===== src/rtl/fbuffer_copy_ctrl.sv =====
// ---------------------------------------------------------------------------
// fbuffer_copy_ctrl
//
// Copies FB_WORDS words from the back framebuffer into the front framebuffer
// after a CPU request. The copy can be restricted to vertical blank.
//
// Build option:
//   FBCOPY_VBLANK_GATE_EN  defined   : copying waits for vblank=1, and issue
//                                      stops while vblank=0.
//                          undefined : vblank is ignored. WAIT_VB lasts one
//                                      cycle, and issue depends only on
//                                      cpu_we.
//
// Ports:
//   clk, reset         system clock; synchronous active-high reset
//   start              copy request pulse (ignored while copy_pending=1)
//   vblank             VGA vertical-blank indicator
//   cpu_we/addr/wdata  CPU write request to the back buffer
//   back_addr/we/wdata/re, back_rdata
//                      single back-buffer port. Read data returns one cycle
//                      after back_re.
//   front_we/addr/wdata
//                      front-buffer write port
//   copy_pending       a copy is requested or in progress
//   dbg_state_o        current FSM state (IDLE=0, WAIT_VB=1, COPY=2, FLUSH=3)
// ---------------------------------------------------------------------------
module fbuffer_copy_ctrl #(
  parameter int ADDR_W   = 15,
  parameter int DATA_W   = 8,
  parameter int FB_WORDS = 19200
) (
  input  logic              clk,
  input  logic              reset,
  input  logic              start,
  input  logic              vblank,
  input  logic              cpu_we,
  input  logic [ADDR_W-1:0] cpu_addr,
  input  logic [DATA_W-1:0] cpu_wdata,
  output logic [ADDR_W-1:0] back_addr,
  output logic              back_we,
  output logic [DATA_W-1:0] back_wdata,
  output logic              back_re,
  input  logic [DATA_W-1:0] back_rdata,
  output logic              front_we,
  output logic [ADDR_W-1:0] front_addr,
  output logic [DATA_W-1:0] front_wdata,
  output logic              copy_pending,
  output logic [1:0]        dbg_state_o
);

  typedef enum logic [1:0] {
    IDLE    = 2'd0,
    WAIT_VB = 2'd1,
    COPY    = 2'd2,
    FLUSH   = 2'd3
  } state_e;

  localparam logic [ADDR_W-1:0] LAST_PTR = ADDR_W'(FB_WORDS - 1);

  state_e            state_q, state_d;
  logic [ADDR_W-1:0] rd_ptr_q, rd_ptr_d;
  logic [ADDR_W-1:0] addr_q;
  logic              valid_q;
  logic              issue;
  logic              vb_ok;

`ifdef FBCOPY_VBLANK_GATE_EN
  assign vb_ok = vblank;
`else
  // vblank has no effect in this build.
  logic unused_vblank;
  assign unused_vblank = vblank;
  assign vb_ok         = 1'b1;
`endif

  // Next-state and issue logic. A read is issued only in COPY, only when
  // vblank allows it, and only when the CPU is not using the back-buffer port
  // this cycle. rd_ptr advances only on an issue. After the last word it stays
  // at LAST_PTR, so no word is skipped or repeated across stalls.
  always_comb begin
    state_d  = state_q;
    rd_ptr_d = rd_ptr_q;
    issue    = 1'b0;
    case (state_q)
      IDLE: begin
        if (start) begin
          state_d  = WAIT_VB;
          rd_ptr_d = '0;
        end
      end
      WAIT_VB: begin
        if (vb_ok) state_d = COPY;
      end
      COPY: begin
        issue = vb_ok & ~cpu_we;
        if (issue) begin
          if (rd_ptr_q == LAST_PTR) state_d = FLUSH;
          else                      rd_ptr_d = rd_ptr_q + 1'b1;
        end
      end
      FLUSH: begin
        // The last read word is written to the front buffer in this cycle.
        state_d = IDLE;
      end
      default: state_d = IDLE;
    endcase
  end

  always_ff @(posedge clk) begin
    if (reset) begin
      state_q  <= IDLE;
      rd_ptr_q <= '0;
      valid_q  <= 1'b0;
      addr_q   <= '0;
    end else begin
      state_q  <= state_d;
      rd_ptr_q <= rd_ptr_d;
      valid_q  <= issue;
      if (issue) addr_q <= rd_ptr_q;
    end
  end

  // Back-buffer port handshake. The port carries at most one operation per
  // cycle. When cpu_we=1, it is a write of cpu_wdata to cpu_addr and
  // back_re=0. When issue=1, it is a read of rd_ptr, and back_rdata holds that
  // word in the next cycle. That word is written to the front buffer in the
  // same cycle through front_we/front_addr, with no back-pressure. A CPU write
  // always wins arbitration and stalls the copy for that cycle.
  assign back_we      = cpu_we;
  assign back_wdata   = cpu_wdata;
  assign back_re      = issue;
  assign back_addr    = issue ? rd_ptr_q : cpu_addr;

  assign front_we     = valid_q;
  assign front_addr   = addr_q;
  assign front_wdata  = back_rdata;

  assign copy_pending = (state_q != IDLE);
  assign dbg_state_o  = state_q;

endmodule


===== config.mk =====
export PLATFORM = sky130hd
export DESIGN_NAME = fbuffer_copy_ctrl
export DESIGN_NICKNAME = d
export VERILOG_FILES = /design/src/rtl/fbuffer_copy_ctrl.sv
export SDC_FILE = /design/constraint.sdc
export NUM_CORES = 1
export LEC_CHECK = 0
export BUFFER_PORTS_ARGS = -buffer_cell sky130_fd_sc_hd__buf_2
export CELL_PAD_IN_SITES_DETAIL_PLACEMENT = 0
export CELL_PAD_IN_SITES_GLOBAL_PLACEMENT = 1
export CORE_ASPECT_RATIO = 2
export CORE_UTILIZATION = 29
export CTS_CLUSTER_DIAMETER = 30
export DETAILED_ROUTE_END_ITERATION = 7
export PLACE_DENSITY_LB_ADDON = 0.08
export SETUP_SLACK_MARGIN = 0.4
export SKIP_CTS_REPAIR_TIMING = 1
export SLEW_MARGIN = 10
export SYNTH_ARGS = -nofsm -noshare
export SYNTH_HDL_FRONTEND = slang
export SYNTH_SLANG_ARGS = --single-unit

===== constraint.sdc =====
create_clock -name clk -period 1.7 [get_ports clk]
set_input_delay 0.085 -clock clk [delete_from_list [all_inputs] [get_ports clk]]
set_output_delay 0.085 -clock clk [all_outputs]
set_load 0.05 [all_outputs]

==> results by group, run 1 <==
Status
  – Status: finished clean

Finish
  – Area delta synth->final: 74.1%
  – Commonest non-fill, non-tap cell in the layout: buf_4
  – Final Instance Count excl. Fillers: 424
  – NumNets Final: 376
  – N_diodes: 0
  – Commonest non-fill, non-tap cells in the layout: buf_4 (44), nand2_1 (37), buf_2 (37)
  – Share of cells above drive strength 1: 57.1%
  – Fillers: 662

Logic synthesis
  – Post-synth EDFFs: 0
  – YS warnings: 0
  – Post-Syn Area per Cell: 7.67 um^2
  – Synth cell types: 51
  – Syn Inst Count: 254
  – Ys async rst share: 0%
  – Syn Nets: 293
  – Yosys reg bits: 33
  – Syn Std Cell Area: 1950 um^2
  – Sequential area share after synthesis: 33.9%
  – Synth Flop Type: dfxtp_1

Worst setup path
  – Buf/Inv on CP: 1
  – R2r setup slk: 0.009 ns
  – Reg2reg path depth: 5
  – Reg2Reg Launch Point: rd_ptr_q[9]$_SDFFE_PP0P_
  – Setup crit start kind: register
  – Slowest stage delay, CP: 0.43 ns
  – Stages on worst setup path: 5
  – Top delay family on crit path: simple AND/OR/NAND/NOR gates
  – CP Cell Sequence: or3b_4 -> nor4_4 -> buf_6 -> nor2_4 -> a311oi_2
  – WP data arrival: 1.89 ns
  – Worst setup EP type: register
  – CP max-delay cell: or3b_4
  – Critical path type: register to register
  – Worst Path Required: 1.89 ns
  – Crit path from: rd_ptr_q[9]$_SDFFE_PP0P_
  – Worst Path Max Fanout: 5

Pwr
  – Net Sw Frac: 41.3%
  – Peak supply drop: 899 uV
  – Clock share of power: 23.5%
  – Int Power: 2.19 mW
  – Leakage power: 1.46 nW
  – Comb power frac: 53.5%
  – Sequential fraction of design power: 23.0%
  – Pwr dens: 1100 nW/um^2
  – Switch Pwr: 1.54 mW

Clock network
  – Clock-pin slew on the worst setup and hold paths: 0.05 ns
  – CTS tree: built
  – Clk root buf: clkbuf_16
  – CTS Sinks: 33
  – TritonCTS buffer count: 5
  – H-tree levels: 2
  – CTS max path bufs: 2
  – Worst skew pair latency: 0.28 ns

Route
  – Wire per inst: 15.6 um
  – Routed wire length: 6610 um
  – TritonRoute pass-1 iters: 4
  – Vias per cell: 5.13
  – DRC viols: 0
  – DR iter-0 viols: 46
  – ANT nets after route: 0
  – Total number of vias: 2173

Timing
  – Fmax: 591 MHz
  – Final min period: 1.69 ns
  – Slew Limit Fails: 0
  – Worst Skew: 0.00373 ns
  – Crit share post-route: 99.5%
  – Max-Slew Margin vs Limit: 77.6%
  – Final setup viols: 0
  – RSZ-0062 raised after global routing: true
  – Worst-Margin Slew: 0.334 ns
  – Setup_tns: 0 ns
  – Hold slack final: 0.0708 ns
  – Final Hold Fails: 0

GRT
  – Initial antenna violation count: 0
  – Vias in the first global route: 2060
  – First-pass GRT wire length: 9880 um
  – Largest net degree at the start of global routing: 25
  – GRT Overall Usage: 18.9%
  – GRT overflow: 0

Place
  – I/O Buffers: 54
  – Gpl congestion: 0.782
  – Placed cell count: 405
  – Hpwl dp: 4810 um

Die
  – Starting Density: 30.4%
  – Die H: 118 um
  – Boundary pin count: 88
  – Num rows: 41
  – Die area: 7070 um^2
  – Die X: 60.0 um
  – Core ar.: 6410 um^2

Min path
  – Worst hold path class: input pin to register
  – WHS Path Cells: 2
  – Hold wc startpoint: reset

Run
  – MaxCap Viol Count: 0
-- worst reg2reg max path, delay by kind of cell (launching register included) --
family / cells / cell delay [ns]
flops: 1 / 0.35
buf+inv: 1 / 0.19
simple gates: 3 / 0.88
compound gates: 1 / 0.19
-- per-layer routing --
| metal | vias to the layer above | share of wire, % | wire length (um) | global-route usage (%) |
|---|---|---|---|---|
| li1 | 1049 | - | - | - |
| met1 | 1036 | 35 | 2300 | 17.7 |
| met2 | 64 | 57 | 3760 | 34.9 |
| met3 | 24 | 3.9 | 256 | 3.74 |
| met4 | 0 | 4.4 | 291 | 11.3 |
| met5 | - | 0 | 0 | 0 |
-- per-stage QoR --
step                      cell area (um^2)  power [mW]  util (%)  setup WS, ns
after global routing                  3390        3.94      52.9       -0.0534
after CTS                             2880        3.34      44.9        -0.213
final                                 3390        3.74      52.9       0.00878
after detailed placement              2740        2.43      42.7       -0.0308
after global placement                2740        2.44      42.7      -0.00149
after floorplan                       2280        2.18         -        0.0836
-- cell families after synthesis --
group	share of synthesized area, %
flops	33.9
mux	0.514
compound gates	19.3
fa+ha+maj	1.93
buf+inv	12.5
simple gates	31.8
-- power groups by stage --
stage	Sequential [mW]	Combinational, mW	Clock, mW
after floorplan	0.966	1.21	0
after global placement	0.875	1.56	0
after detailed placement	0.876	1.56	0
after CTS	0.861	1.57	0.912
after global routing	0.864	2.12	0.956
final	0.860	2.00	0.877
-- state kept, by name, summed over array words and instances (netlist names) --
signal       cells
rd_ptr_q        15
front_addr      15
dbg_state_o      2
front_we         1
-- Yosys cell counts, types with 2 or more instances --
cell	n	share of area (%)
nand2_1	69	13
nand3_1	9	2.3
or4_1	2	0.77
o21ai_0	3	0.77
a311oi_1	2	0.90
ha_1	3	1.9
o311ai_0	4	1.8
nor3_1	6	1.5
clkbuf_1	8	1.5
inv_1	7	1.3
buf_6	2	1.2
dfxtp_1	33	34
nand4b_1	3	1.3
o31ai_1	5	1.9
and3_1	4	1.3
nor2_1	6	1.2
a211oi_1	2	0.77
nand2b_1	2	0.64
nand4_1	6	1.9
a21oi_1	23	5.9
buf_4	18	6.9
buf_2	5	1.3
o31a_1	4	1.8
-- area by class of cell --
cell class | count | area, um^2 | share of cell area, %
clock buffer | 5 | 125 | 3.69
clock inverter | 3 | 16.3 | 0.480
inverter | 7 | 36.3 | 1.07
multi-input combinational | 180 | 1490 | 43.9
sequential | 33 | 677 | 20.0
tap | 86 | 108 | 3.17
timing repair buffer | 110 | 941 | 27.7
-- final timing paths --
check                           endpoint
max reg2reg     rd_ptr_q[3]$_SDFFE_PP0P_
max             rd_ptr_q[3]$_SDFFE_PP0P_
min          dbg_state_o[1]$_SDFFE_PP0P_
min reg2reg   front_addr[1]$_SDFFE_PP0P_
Power figures use the tool's default switching activity.
==> run 2, diff against run 1 <==
--- a/config.mk
+++ b/config.mk
@@ -12,7 +12,7 @@
 export CORE_UTILIZATION = 29
 export CTS_CLUSTER_DIAMETER = 30
 export DETAILED_ROUTE_END_ITERATION = 7
-export PLACE_DENSITY_LB_ADDON = 0.08
+export PLACE_DENSITY = 0.85
 export SETUP_SLACK_MARGIN = 0.4
 export SKIP_CTS_REPAIR_TIMING = 1
 export SLEW_MARGIN = 10
==> results by group, run 2 (synthesis results as in run 1) <==
Worst setup path
  – Setup crit start kind: register (unchanged)
  – Buf/Inv on CP: 1 (unchanged)
  – Slowest stage delay, CP: 0.44 ns (was 0.43 ns)
  – CP max-delay cell: or3b_4 (unchanged)
  – WP data arrival: 1.90 ns (was 1.89 ns)
  – Critical path type: register to register (unchanged)
  – Top delay family on crit path: simple AND/OR/NAND/NOR gates (unchanged)
  – Reg2reg path depth: 5 (unchanged)
  – Worst setup EP type: register (unchanged)
  – Reg2reg end: rd_ptr_q[10]$_SDFFE_PP0P_ (was rd_ptr_q[3]$_SDFFE_PP0P_)
  – Worst Path Max Fanout: 7 (was 5)
  – Worst Path Required: 1.87 ns (was 1.89 ns)
  – Stages on worst setup path: 5 (unchanged)
  – Reg2Reg Launch Point: rd_ptr_q[10]$_SDFFE_PP0P_ (was rd_ptr_q[9]$_SDFFE_PP0P_)
  – CP Cell Sequence: or3b_4 -> nor4_4 -> buf_6 -> nor2_4 -> a311oi_2 (unchanged)
  – R2r setup slk: -0.02 ns (was 0.009 ns)

Min path
  – Hold Path End: back_wdata[1] (was dbg_state_o[1]$_SDFFE_PP0P_)
  – WHS Path Cells: 0 (was 2)
  – Hold wc startpoint: cpu_wdata[1] (was reset)
  – Worst hold path class: input pin to output port (was input pin to register)

Finish
  – Area delta synth->final: 88.9% (was 74.1%)
  – NumNets Final: 384 (was 376)
  – Final Instance Count excl. Fillers: 432 (was 424)
  – Commonest non-fill, non-tap cell in the layout: buf_4 (unchanged)
  – Share of cells above drive strength 1: 65.9% (was 57.1%)
  – Commonest non-fill, non-tap cells in the layout: buf_4 (43), buf_2 (38), nand2_4 (25), nand2_1 (25), dfxtp_1 (21) (was buf_4 (44), nand2_1 (37), buf_2 (37))
  – N_diodes: 0 (unchanged)
  – Fillers: 522 (was 662)

Place
  – Gpl congestion: 0.904 (was 0.782)
  – I/O Buffers: 54 (unchanged)
  – Placed cell count: 400 (was 405)
  – Hpwl dp: 4360 um (was 4810 um)

Route
  – Total number of vias: 2256 (was 2173)
  – ANT nets after route: 0 (unchanged)
  – DR iter-0 viols: 73 (was 46)
  – Wire per inst: 15.5 um (was 15.6 um)
  – DRC viols: 0 (unchanged)
  – Routed wire length: 6700 um (was 6610 um)
  – Vias per cell: 5.22 (was 5.13)
  – TritonRoute pass-1 iters: 4 (unchanged)

Clock network
  – CTS max path bufs: 2 (unchanged)
  – TritonCTS buffer count: 5 (unchanged)
  – CTS Sinks: 33 (unchanged)
  – H-tree levels: 2 (unchanged)
  – Worst skew pair latency: 0.28 ns (about the same)
  – CTS tree: built (unchanged)
  – Clock-pin slew on the worst setup and hold paths: 0.05 ns (about the same)
  – Clk root buf: clkbuf_16 (unchanged)

Timing
  – Final Hold Fails: 0 (unchanged)
  – Worst-Margin Slew: 0.332 ns (was 0.334 ns)
  – Final min period: 1.72 ns (was 1.69 ns)
  – Worst Skew: 0.00491 ns (was 0.00373 ns)
  – Final setup viols: 2 (was 0)
  – Max-Slew Margin vs Limit: 77.7% (was 77.6%)
  – Post-route worst setup slack: -0.0228 ns (was 0.00878 ns)
  – Slew Limit Fails: 0 (unchanged)
  – RSZ-0062 raised after global routing: true (unchanged)
  – Setup_tns: -0.0420 ns (was 0 ns)
  – Crit share post-route: 101% (was 99.5%)
  – Fmax: 580 MHz (was 591 MHz)

GRT
  – Vias in the first global route: 2021 (was 2060)
  – GRT Overall Usage: 16.8% (was 18.9%)
  – First-pass GRT wire length: 9140 um (was 9880 um)
  – GRT overflow: 0 (unchanged)
  – Initial antenna violation count: 0 (unchanged)
  – Largest net degree at the start of global routing: 16 (was 25)

Pwr
  – Pwr dens: 1140 nW/um^2 (was 1100 nW/um^2)
  – Peak supply drop: 646 uV (was 899 uV)
  – Leakage power: 1.57 nW (was 1.46 nW)

Status
  – Status: complete, but fails checks (was finished clean)
  – Failing checks: negative setup slack

Die
  – Num rows: 41 (unchanged)
  – Die area: 7070 um^2 (unchanged)
  – Core ar.: 6410 um^2 (unchanged)
  – Die H: 118 um (unchanged)
  – Starting Density: 30.4% (unchanged)
  – Boundary pin count: 88 (unchanged)
  – Die X: 60.0 um (unchanged)

Run
  – MaxCap Viol Count: 0 (unchanged)
run 2: cell types whose count changed in the layout (fill, tap and decap cells not counted), sizes merged:
cell | before | now
buf | 109 | 116
clkbuf | 6 | 9
clkinv | 2 | 0
bufinv | 0 | 1
inv | 8 | 7
run 2: worst reg2reg max path: stages, from the launching register on:
cell and delay [ns]:
dfxtp_4 0.37, or3b_4 0.44, nor4_4 0.34, buf_6 0.19
nor2_4 0.05, a311oi_2 0.24
run 2: how the worst max path moves through the flow:
stage	startpoint	slack [ns]	end
detailed placement	dbg_state_o[0]$_SDFFE_PP0P_	-0.06	rd_ptr_q[10]$_SDFFE_PP0P_
finish	rd_ptr_q[10]$_SDFFE_PP0P_	-0.02	rd_ptr_q[10]$_SDFFE_PP0P_
CTS	dbg_state_o[0]$_SDFFE_PP0P_	-0.31	back_addr[14]
global placement	dbg_state_o[0]$_SDFFE_PP0P_	-0.004	rd_ptr_q[13]$_SDFFE_PP0P_
floorplan	dbg_state_o[1]$_SDFFE_PP0P_	0.08	rd_ptr_q[11]$_SDFFE_PP0P_
global route	dbg_state_o[0]$_SDFFE_PP0P_	-0.11	rd_ptr_q[10]$_SDFFE_PP0P_
run 2: cell type report:
cell class | instances | area, um^2 | area share [%]
multi-input combinational | 180 | 1610 | 43.8
clock inverter | 1 | 30.0 | 0.816
inverter | 7 | 36.3 | 0.986
tap | 86 | 108 | 2.92
clock buffer | 7 | 143 | 3.88
timing repair buffer | 118 | 1060 | 28.8
sequential | 33 | 691 | 18.8
run 2: power breakdown:
group          switching, mW  internal (mW)  total [mW]
Clock                  0.333          0.732        1.06
Sequential            0.0398          0.813       0.852
Combinational           1.25           1.02        2.28
run 2: per-stage QoR:
step           hold WS (ns)  util, %  worst slack (ns)  area, um^2  power, mW
2_1_floorplan         0.286        -            0.0836        2280       2.18
3_3_place_gp          0.171     42.3          -0.00418        2710       2.44
3_5_place_dp          0.171     42.3           -0.0575        2710       2.46
4_1_cts               0.171     45.0            -0.309        2890       3.52
5_1_grt               0.170     57.4            -0.115        3680       4.36
6_report              0.170     57.4           -0.0228        3680       4.19
run 2: layer usage:
metal / global-route usage, % / vias to the layer above / routed length, um
met4: 9.16 / 0 / 235
met5: 0 / - / 0
met2: 30.9 / 86 / 3820
met1: 16.8 / 1078 / 2370
li1: - / 1070 / -
met3: 2.53 / 22 / 278
==> run 3, diff against run 2 <==
--- a/config.mk
+++ b/config.mk
@@ -5,11 +5,12 @@
 export SDC_FILE = /design/constraint.sdc
 export NUM_CORES = 1
 export LEC_CHECK = 0
+export ABC_AREA = 1
 export BUFFER_PORTS_ARGS = -buffer_cell sky130_fd_sc_hd__buf_2
 export CELL_PAD_IN_SITES_DETAIL_PLACEMENT = 0
 export CELL_PAD_IN_SITES_GLOBAL_PLACEMENT = 1
 export CORE_ASPECT_RATIO = 2
-export CORE_UTILIZATION = 29
+export CORE_UTILIZATION = 28
 export CTS_CLUSTER_DIAMETER = 30
 export DETAILED_ROUTE_END_ITERATION = 7
 export PLACE_DENSITY = 0.85
==> results by group, run 3 <==
Status
  – Status: finished clean (was complete, but fails checks)

Finish
  – N_diodes: 0 (unchanged)
  – Fin area: 3060 um^2 (was 3680 um^2)
  – Core Util, Final: 44.2% (was 57.4%)
  – NumNets Final: 410 (was 384)
  – Commonest non-fill, non-tap cell in the layout: nand2_1 (was buf_4)
  – Area delta synth->final: 53.2% (was 88.9%)
  – Fillers: 710 (was 522)
  – Share of cells above drive strength 1: 40.9% (was 65.9%)
  – Commonest non-fill, non-tap cells in the layout: nand2_1 (87), buf_2 (37), nor2_1 (30) (was buf_4 (43), buf_2 (38), nand2_4 (25), nand2_1 (25), dfxtp_1 (21))

Route
  – Top Metal Used: met4 (unchanged)
  – Total number of vias: 2136 (was 2256)
  – Vias per cell: 4.62 (was 5.22)
  – WL met2: 3350 um (was 3820 um)
  – Wire length on met3: 198 um (was 278 um)
  – DR iter-0 viols: 68 (was 73)
  – ANT nets after route: 0 (unchanged)
  – M1 WL: 1980 um (was 2370 um)
  – Wire per inst: 12.5 um (was 15.5 um)
  – Routed wire length: 5790 um (was 6700 um)
  – DRC viols: 0 (unchanged)
  – TritonRoute pass-1 iters: 4 (unchanged)

Timing
  – Slew Limit Fails: 0 (unchanged)
  – Final Hold Fails: 0 (unchanged)
  – Fmax: 601 MHz (was 580 MHz)
  – Final min period: 1.67 ns (was 1.72 ns)
  – RSZ-0062 raised after global routing: true (unchanged)
  – Worst Skew: 0.00608 ns (was 0.00491 ns)
  – Setup_tns: 0 ns (was -0.0420 ns)
  – Crit share post-route: 97.9% (was 101%)
  – Hold slack final: 0.140 ns (was 0.170 ns)
  – Max-Slew Margin vs Limit: 70.9% (was 77.7%)
  – Worst-Margin Slew: 0.436 ns (was 0.332 ns)
  – Final setup viols: 0 (was 2)

Pwr
  – Switch Pwr: 1.57 mW (was 1.63 mW)
  – Int Power: 2.24 mW (was 2.57 mW)
  – Net Sw Frac: 41.3% (was 38.8%)
  – Peak supply drop: 494 uV (was 646 uV)
  – Pwr dens: 1240 nW/um^2 (was 1140 nW/um^2)
  – Leakage power: 1.42 nW (was 1.57 nW)
  – Clock share of power: 26.8% (was 25.4%)
  – Sequential fraction of design power: 22.4% (was 20.3%)
  – Comb power frac: 50.8% (was 54.3%)

Die
  – Die H: 122 um (was 118 um)
  – Boundary pin count: 88 (unchanged)
  – Core ar.: 6940 um^2 (was 6410 um^2)
  – Die area: 7510 um^2 (was 7070 um^2)
  – Die X: 61.8 um (was 60.0 um)
  – Starting Density: 28.8% (was 30.4%)
  – Num rows: 43 (was 41)

Logic synthesis
  – Most frequent cells after synthesis: nand2_1 (120), dfxtp_1 (33), inv_1 (33) (was nand2_1 (69), dfxtp_1 (33), a21oi_1 (23))
  – Yosys reg bits: 33 (unchanged)
  – Cell taking the most area after synthesis: dfxtp_1 (unchanged)
  – Cell with the most instances after synthesis: nand2_1 (unchanged)
  – Syn Inst Count: 319 (was 254)
  – Sequential area share after synthesis: 33.0% (was 33.9%)
  – Share of the synthesized area in the top cell type: 33.0% (was 33.9%)
  – Syn Std Cell Area: 2000 um^2 (was 1950 um^2)
  – Synth Flop Type: dfxtp_1 (unchanged)
  – Ys async rst share: 0% (unchanged)
  – Post-synth EDFFs: 0 (unchanged)
  – Synth area leaders: dfxtp_1 (33%), nand2_1 (23%), buf_4 (7.1%), nand3_1 (6.8%), inv_1 (6.2%) (was dfxtp_1 (34%), nand2_1 (13%), buf_4 (6.9%), a21oi_1 (5.9%), nand3_1 (2.3%))
  – YS warnings: 0 (unchanged)
  – Synth cell types: 23 (was 51)
  – Post-Syn Area per Cell: 6.27 um^2 (was 7.67 um^2)
  – Syn Nets: 358 (was 293)

GRT
  – GRT Overall Usage: 15.7% (was 16.8%)
  – GRT overflow: 0 (unchanged)
  – Vias in the first global route: 1970 (was 2021)
  – First-pass GRT wire length: 8580 um (was 9140 um)
  – Initial antenna violation count: 0 (unchanged)
  – Largest net degree at the start of global routing: 32 (was 16)

Clock network
  – Clk root buf: clkbuf_16 (unchanged)
  – TritonCTS buffer count: 5 (unchanged)
  – H-tree levels: 2 (unchanged)
  – Worst skew pair latency: 0.29 ns (was 0.28 ns)
  – CTS tree: built (unchanged)
  – CTS Sinks: 33 (unchanged)
  – Clock-pin slew on the worst setup and hold paths: 0.05 ns (about the same)
  – CTS max path bufs: 2 (unchanged)

Place
  – Hpwl dp: 4160 um (was 4360 um)
  – I/O Buffers: 54 (unchanged)
  – Dpl cell area: 2500 um^2 (was 2710 um^2)
  – Gpl congestion: 0.827 (was 0.904)

Run
  – MaxCap Viol Count: 0 (unchanged)

Worst setup path
  – Worst setup EP type: output port (was register)
  – WP data arrival: 1.58 ns (was 1.90 ns)
  – Worst Path Required: 1.62 ns (was 1.87 ns)
  – Critical path type: register to output port (was register to register)
  – R2r setup slk: 0.11 ns (was -0.02 ns)
  – Reg2reg path depth: 12 (was 5)
  – Worst Path Max Fanout: 6 (was 7)
  – Setup crit start kind: register (unchanged)

Min path
  – Worst hold path class: input pin to register (was input pin to output port)
  – WHS Path Cells: 2 (was 0)
## run 3: worst paths after layout
kind / start / end
min: reset / dbg_state_o[1]$_SDFFE_PP0P_
min reg2reg: front_addr[4]$_SDFFE_PP0P_ / front_addr[4]$_SDFFE_PP0P_
max reg2reg: dbg_state_o[0]$_SDFFE_PP0P_ / rd_ptr_q[8]$_SDFFE_PP0P_
max: dbg_state_o[0]$_SDFFE_PP0P_ / back_addr[8]
## run 3: kinds of logic after synthesis
family	after synthesis	synth area share, %
buffers and inverters	63	16.6
AOI/OAI and AO/OA	31	8.82
and+or+nand+nor	188	39.3
DFF	33	33.0
adders and majority gates	3	1.88
xor gates and xnor gates	1	0.438
## run 3: critical path, cell delays in order (launching register included)
cell and delay (ns):
dfxtp_4 0.34, inv_4 0.07, ha_4 0.15, inv_4 0.04, nor2_4 0.11, buf_12 0.15, clkbuf_16 0.17, nand2_4 0.06
nand2_4 0.07, buf_8 0.14
## run 3: final cells by class
cell class                 instances  area (um^2)  share of cell area [%]
tap                               90          113                    3.67
sequential                        33          673                    22.0
inverter                          34          151                    4.94
clock buffer                       8          168                    5.47
timing repair buffer              74          644                    21.0
multi-input combinational        223         1320                    42.9
## run 3: routing by layer
| metal | GRT usage (%) | up-vias |
|---|---|---|
| met5 | 0 | - |
| li1 | - | 1082 |
| met2 | 29.6 | 46 |
| met4 | 9.86 | 0 |
| met1 | 14.0 | 993 |
| met3 | 2.87 | 15 |
## run 3: power groups by stage
stage               logic [mW]  registers (mW)  clock network, mW
global placement          1.56           0.862                  0
global route              2.07           0.856               1.07
finish                    1.93           0.852               1.02
floorplan                 1.32           0.944                  0
CTS                       1.57           0.846               1.04
detailed placement        1.56           0.863                  0
## run 3: metrics by stage
stage	instances	total power [mW]	setup slack, ns
final	462	3.80	0.0350
after global routing	462	4.00	-0.0144
after CTS	457	3.46	-0.318
after detailed placement	449	2.43	-0.0117
after global placement	449	2.42	-0.000939
after floorplan	319	2.26	-0.00912
